[src/rtl/matmul_sequencer.sv]
`default_nettype none
// ============================================================================
// matmul_sequencer: computes C = A x B one element at a time via MAC cycles,
// writing each element to the register file. MATMUL_SEQ_SAT_EN: saturating acc.
// Revision: 1.0
// ============================================================================
module matmul_sequencer #(
    parameter int ROWS  = 2,
    parameter int COLS  = 4,
    parameter int INNER = 2,
    parameter int DW    = 6
) (
    input  logic          clk,
    input  logic          reset,
    input  logic          start,
    input  logic [DW-1:0] a_data,
    input  logic [DW-1:0] b_data,
    output logic [3:0]    a_addr,
    output logic [3:0]    b_addr,
    output logic [DW-1:0] product_out,
    output logic [3:0]    reg_specifier,
    output logic          update_reg,
    output logic          busy,
    output logic          done
);

    localparam logic [3:0] c_rows_m1  = 4'(ROWS - 1);
    localparam logic [3:0] c_cols     = 4'(COLS);
    localparam logic [3:0] c_cols_m1  = 4'(COLS - 1);
    localparam logic [3:0] c_inner    = 4'(INNER);
    localparam logic [3:0] c_inner_m1 = 4'(INNER - 1);

    typedef enum logic [1:0] {
        S_IDLE  = 2'd0,
        S_MAC   = 2'd1,
        S_WRITE = 2'd2,
        S_DONE  = 2'd3
    } state_t;

    state_t        r_state;
    logic [3:0]    r_i;
    logic [3:0]    r_j;
    logic [3:0]    r_k;
    logic [DW-1:0] r_acc;
    logic [DW-1:0] w_acc_next;

`ifdef MATMUL_SEQ_SAT_EN
    logic [2*DW-1:0] w_prod;
    logic [2*DW-1:0] w_sum;

    assign w_prod     = {{DW{1'b0}}, a_data} * {{DW{1'b0}}, b_data};
    assign w_sum      = w_prod + {{DW{1'b0}}, r_acc};
    // Once pinned at full scale, non-negative products keep it there.
    assign w_acc_next = (w_sum > {{DW{1'b0}}, {DW{1'b1}}}) ? {DW{1'b1}} : w_sum[DW-1:0];
`else
    // Low DW bits of the truncated sum depend only on the low bits of the product.
    assign w_acc_next = a_data * b_data + r_acc;
`endif

    assign a_addr = r_i * c_inner + r_k;
    assign b_addr = r_k * c_cols + r_j;

    always_ff @(posedge clk or posedge reset) begin
        if (reset) begin
            r_state       <= S_IDLE;
            r_i           <= 4'd0;
            r_j           <= 4'd0;
            r_k           <= 4'd0;
            r_acc         <= '0;
            product_out   <= '0;
            reg_specifier <= 4'd0;
            update_reg    <= 1'b0;
            busy          <= 1'b0;
            done          <= 1'b0;
        end else begin
            case (r_state)
                S_IDLE: begin
                    update_reg <= 1'b0;
                    done       <= 1'b0;
                    if (start) begin
                        r_state <= S_MAC;
                        r_i     <= 4'd0;
                        r_j     <= 4'd0;
                        r_k     <= 4'd0;
                        r_acc   <= '0;
                        busy    <= 1'b1;
                    end
                end
                S_MAC: begin
                    r_acc <= w_acc_next;
                    if (r_k == c_inner_m1) begin
                        r_k           <= 4'd0;
                        product_out   <= w_acc_next;
                        reg_specifier <= r_i * c_cols + r_j;
                        update_reg    <= 1'b1;
                        r_state       <= S_WRITE;
                    end else begin
                        r_k <= r_k + 4'd1;
                    end
                end
                S_WRITE: begin
                    update_reg <= 1'b0;
                    r_acc      <= '0;
                    if (r_i == c_rows_m1 && r_j == c_cols_m1) begin
                        r_i     <= 4'd0;
                        r_j     <= 4'd0;
                        done    <= 1'b1;
                        r_state <= S_DONE;
                    end else begin
                        r_state <= S_MAC;
                        if (r_j == c_cols_m1) begin
                            r_j <= 4'd0;
                            r_i <= r_i + 4'd1;
                        end else begin
                            r_j <= r_j + 4'd1;
                        end
                    end
                end
                S_DONE: begin
                    done    <= 1'b0;
                    busy    <= 1'b0;
                    r_state <= S_IDLE;
                end
                default: r_state <= S_IDLE;
            endcase
        end
    end

endmodule
`default_nettype wire

[config.mk]
export PLATFORM = sky130hd
export DESIGN_NAME = matmul_sequencer
export DESIGN_NICKNAME = d
export VERILOG_FILES = /design/src/rtl/matmul_sequencer.sv
export SDC_FILE = /design/constraint.sdc
export NUM_CORES = 1
export LEC_CHECK = 0
export ABC_AREA = 1
export ABC_CLOCK_PERIOD_IN_PS = 3100
export CORE_MARGIN = 3
export CORE_UTILIZATION = 59
export CTS_CLUSTER_DIAMETER = 100
export DETAILED_ROUTE_END_ITERATION = 8
export PLACE_DENSITY = 0.83
export SLEW_MARGIN = 20
export SYNTH_ARGS = -nofsm -noshare
export SYNTH_HDL_FRONTEND = slang
export SYNTH_SLANG_ARGS = --single-unit
[constraint.sdc]
create_clock -name clk -period 3.1 [get_ports clk]
set_input_delay 0.465 -clock clk [delete_from_list [all_inputs] [get_ports clk]]
set_output_delay 0.465 -clock clk [all_outputs]
set_load 0.02 [all_outputs]
==> reports/qor.csv <==
stage,metric,value,unit
run,maxcap violations,0,
floorplanning,die width,71.1,um
synthesis,top_reg_cell synth,dfrtp_1,
synthesis,sequential share of the synthesized area,33.0,%
floorplanning,Initial Util,61.7,%
setup_path,most frequent CP cell,nand2_1,
clocking,clk_lat worst skew,0.28,ns
setup_path,crit end category,flip-flop,
clocking,H-tree levels,2,
setup_path,CP arrival,3.49,ns
synthesis,count of cell types in the netlist,36,
floorplanning,core area,4060,um2
drt,Post-route DRC,0,
placement,pre-CTS setup slack,-1.04,ns
global_routing,global-route wire length before repair,9050,um
floorplanning,row cnt,23,
synthesis,Async SR Flop Fraction,100,%
floorplanning,die area,5060,um2
min_path,hold depth,2,
clocking,CTS tree,yes,
synthesis,Post-synth EDFFs,0,
min_path,Worst Hold End,reg_specifier[2]$_DFFE_PP0P_,
synthesis,Mapped Cells,309,
drt,initial DRC count,61,
sta,Worst Slack Setup Final,-0.211,ns
sta,fmax,0.302,GHz
sta,Period minus WS final,3.31,ns
placement,GPL Wtd Cong,0.848,
sta,Final period util,107,%
status,status,"finished, violations left",
status,violated checks,negative setup slack,
pwr,Total Power,2580,uW
drt,vias,2088,
sta,final hold violation count,0,
global_routing,vias in the first global route,2097,
clocking,TritonCTS Sinks,33,
drt,Pre-Repair DR Iteration Count,4,
final_layout,nets@finish,413,
setup_path,reg2reg end,product_out[5]$_DFFE_PP0P_,
clocking,clock transition at the registers of the reported paths,0.07,ns
sta,unrepaired setup endpoints after global routing,true,
synthesis,Mapped Area,2500,um2
setup_path,R2R Path Start,r_acc[1]$_DFFE_PP0P_,
setup_path,crit path kind,primary input to flip-flop,
drt,"antenna viol nets, final",0,
pwr,LEAKAGE,0.00172,uW
setup_path,worst reg-to-reg path cell count,16,
sta,Max-Slew Margin vs Limit,72.3,%
setup_path,largest fanout on the critical path,3,
setup_path,startpoint types,primary input,
global_routing,largest net degree at the start of global routing,34,
global_routing,overall routing resource usage,22.4,%
sta,final setup vio count,2,
setup_path,CP Cell Sequence,buf_8 > nand2_4 > fa_1 > inv_1 > ha_1 > inv_1 > fa_1 > fa_1 > inv_2 > ha_4 > nand3_2 > nand2_1 > nand2_1 > nand2_2 > inv_2 > nand2_2 > nand2_1 > nand2_1 > nand2_1 > nand2_1 > nand2_1,
synthesis,warnings from Yosys,0,
drt,Avg WL per Cell,13.1,um
sta,Hold WS,0.486,ns
final_layout,ant diodes,0,
floorplanning,I/O pins,36,
min_path,Hold Crit Class,flip-flop to flip-flop,
sta,Layout Skew,0.00776,ns
clocking,buffer depth of the longest clock path,2,
min_path,HP Start,reg_specifier[2]$_DFFE_PP0P_,
final_layout,FILL cells,273,
clocking,CTS Root Cell,clkbuf_8,
pwr,peak supply drop,0.597,mV
clocking,CTS buffer count,5,
pwr,pwr/cell area,799,nW/um2
setup_path,"reg-to-reg slack, setup",0.95,ns
setup_path,Critical Path Max Stage Delay,0.54,ns
final_layout,layout cells sized above 1,21.1,%
floorplanning,Die Ht,71.1,um
final_layout,top flop regs,"product_out x6, r_acc x6",
synthesis,#FFs+latches synth,33,
setup_path,Slowest cell on crit path,fa_1,
drt,total wire length,5430,um
global_routing,initial antenna violation count,0,
sta,Slew Limit Fails,0,
global_routing,total gr overflow,0,
placement,port bufs,35,
final_layout,area grow syn2layout,29.0,%
placement,hpwl dp,4150,um
sta,Worst-Margin Slew,0.415,ns
setup_path,CP required,3.28,ns
synthesis,Mapped Nets,358,
drt,Vias per Instance,5.03,
synthesis,Avg Synthesized Cell Area,8.10,um2
==> worst max-delay path, delay by kind of cell <==
kind                       cells  cell delay [ns]
adders and majority gates      5             2.06
and+or+nand+nor               11             0.68
buffers and inverters          5             0.30
==> layout by cell type, fill, tap and decap left out, drive strengths merged <==
cell and count:
dlygate4sd2 3, nor3b 1, a31oi 1, o21ai 21
xnor2 4, mux2i 2, o21bai 1, or2 1
a21oi 9, nor3 3, nand3 19, clkinv 2
clkbuf 8, fa 8, clkdlybuf4s50 25, nor2 13
inv 69, bufinv 1, o22a 1, o22ai 4
xor2 4, buf 23, nand4 2, nand2 81
dfrtp 33, ha 26
==> cell families after synthesis <==
kind of cell	after synthesis	share of synthesized area, %
AND/OR/NAND/NOR	120	22.9
buffers and inverters	75	12.1
AO/OA/AOI/OAI	37	8.95
adder cells (fa/ha/maj)	34	19.4
flip-flops	33	33.0
XOR/XNOR	8	2.80
multiplexers	2	0.800
==> where the power goes <==
| group | switching, uW | internal (uW) |
|---|---|---|
| Combinational | 863 | 608 |
| Clock | 155 | 262 |
| Sequential | 119 | 573 |
| Total | 1140 | 1440 |
==> metal layers <==
metal,vias to the layer above,share of wire [%],global-route usage [%]
met2,37,52,38.9
li1,1066,-,-
met1,973,43,28.3
met4,0,1.6,6.68
met5,-,0,0
met3,12,3.4,4.26
==> synth_stat cells (2+ instances only) <==
master / n / area, um2
xnor2_1: 4 / 35.0
a21oi_1: 7 / 35.0
nand4_1: 2 / 12.5
xor2_1: 4 / 35.0
nor2_4: 2 / 22.5
nand3_1: 18 / 90.1
buf_4: 4 / 30.0
o21ai_0: 6 / 30.0
o22ai_1: 4 / 25.0
nor2_8: 2 / 40.0
o21ai_2: 3 / 26.3
ha_1: 26 / 325
nand2_1: 76 / 285
inv_2: 6 / 22.5
o21ai_1: 12 / 60.1
inv_4: 2 / 12.5
fa_1: 8 / 160
dfrtp_1: 33 / 826
inv_1: 61 / 229
mux2i_1: 2 / 20.0
nor2_1: 7 / 26.3
nor3_1: 2 / 10.0
nand2_2: 4 / 25.0
nor2_2: 2 / 12.5
==> layout make-up <==
class	instances	area, um2	area share (%)
multi-input combinational	201	1460	45.1
sequential	33	826	25.6
timing repair buffer	52	494	15.3
inverter	71	273	8.45
clock buffer	7	86.3	2.67
tap	50	62.6	1.94
clock inverter	1	30.0	0.930
==> worst max path at each step <==
| stage | end | from | cells after the start | slack [ns] |
|---|---|---|---|---|
| 2_1_floorplan | r_acc[5]$_DFFE_PP0P_ | a_data[4] | 20 | -0.20 |
| 3_3_place_gp | r_acc[5]$_DFFE_PP0P_ | b_data[0] | 21 | -0.91 |
| 3_5_place_dp | product_out[5]$_DFFE_PP0P_ | b_data[0] | 21 | -1.04 |
| 4_1_cts | product_out[5]$_DFFE_PP0P_ | b_data[0] | 20 | -0.17 |
| 5_1_grt | product_out[5]$_DFFE_PP0P_ | a_data[2] | 21 | -0.34 |
| 6_report | product_out[5]$_DFFE_PP0P_ | a_data[3] | 21 | -0.21 |
==> metrics by stage <==
stage | setup TNS [ns] | instances | util [%] | instance area (um2)
after floorplan | -0.404 | 309 | - | 2540
after global placement | -4.41 | 405 | 74.8 | 3040
after detailed placement | -4.94 | 405 | 74.8 | 3040
after CTS | -0.332 | 414 | 78.3 | 3180
after global routing | -0.752 | 415 | 79.6 | 3230
final | -0.417 | 415 | 79.6 | 3230
==> repair_timing <==
action | CTS | global route
gates resized for setup | 45 | 15
pin swaps | 15 | 15
gates cloned | 0 | 0
buffers inserted | 1 | 1
hold buffers | 0 | 0
setup endpoints to repair | 6 | 4
Power figures use the tool's default switching activity.
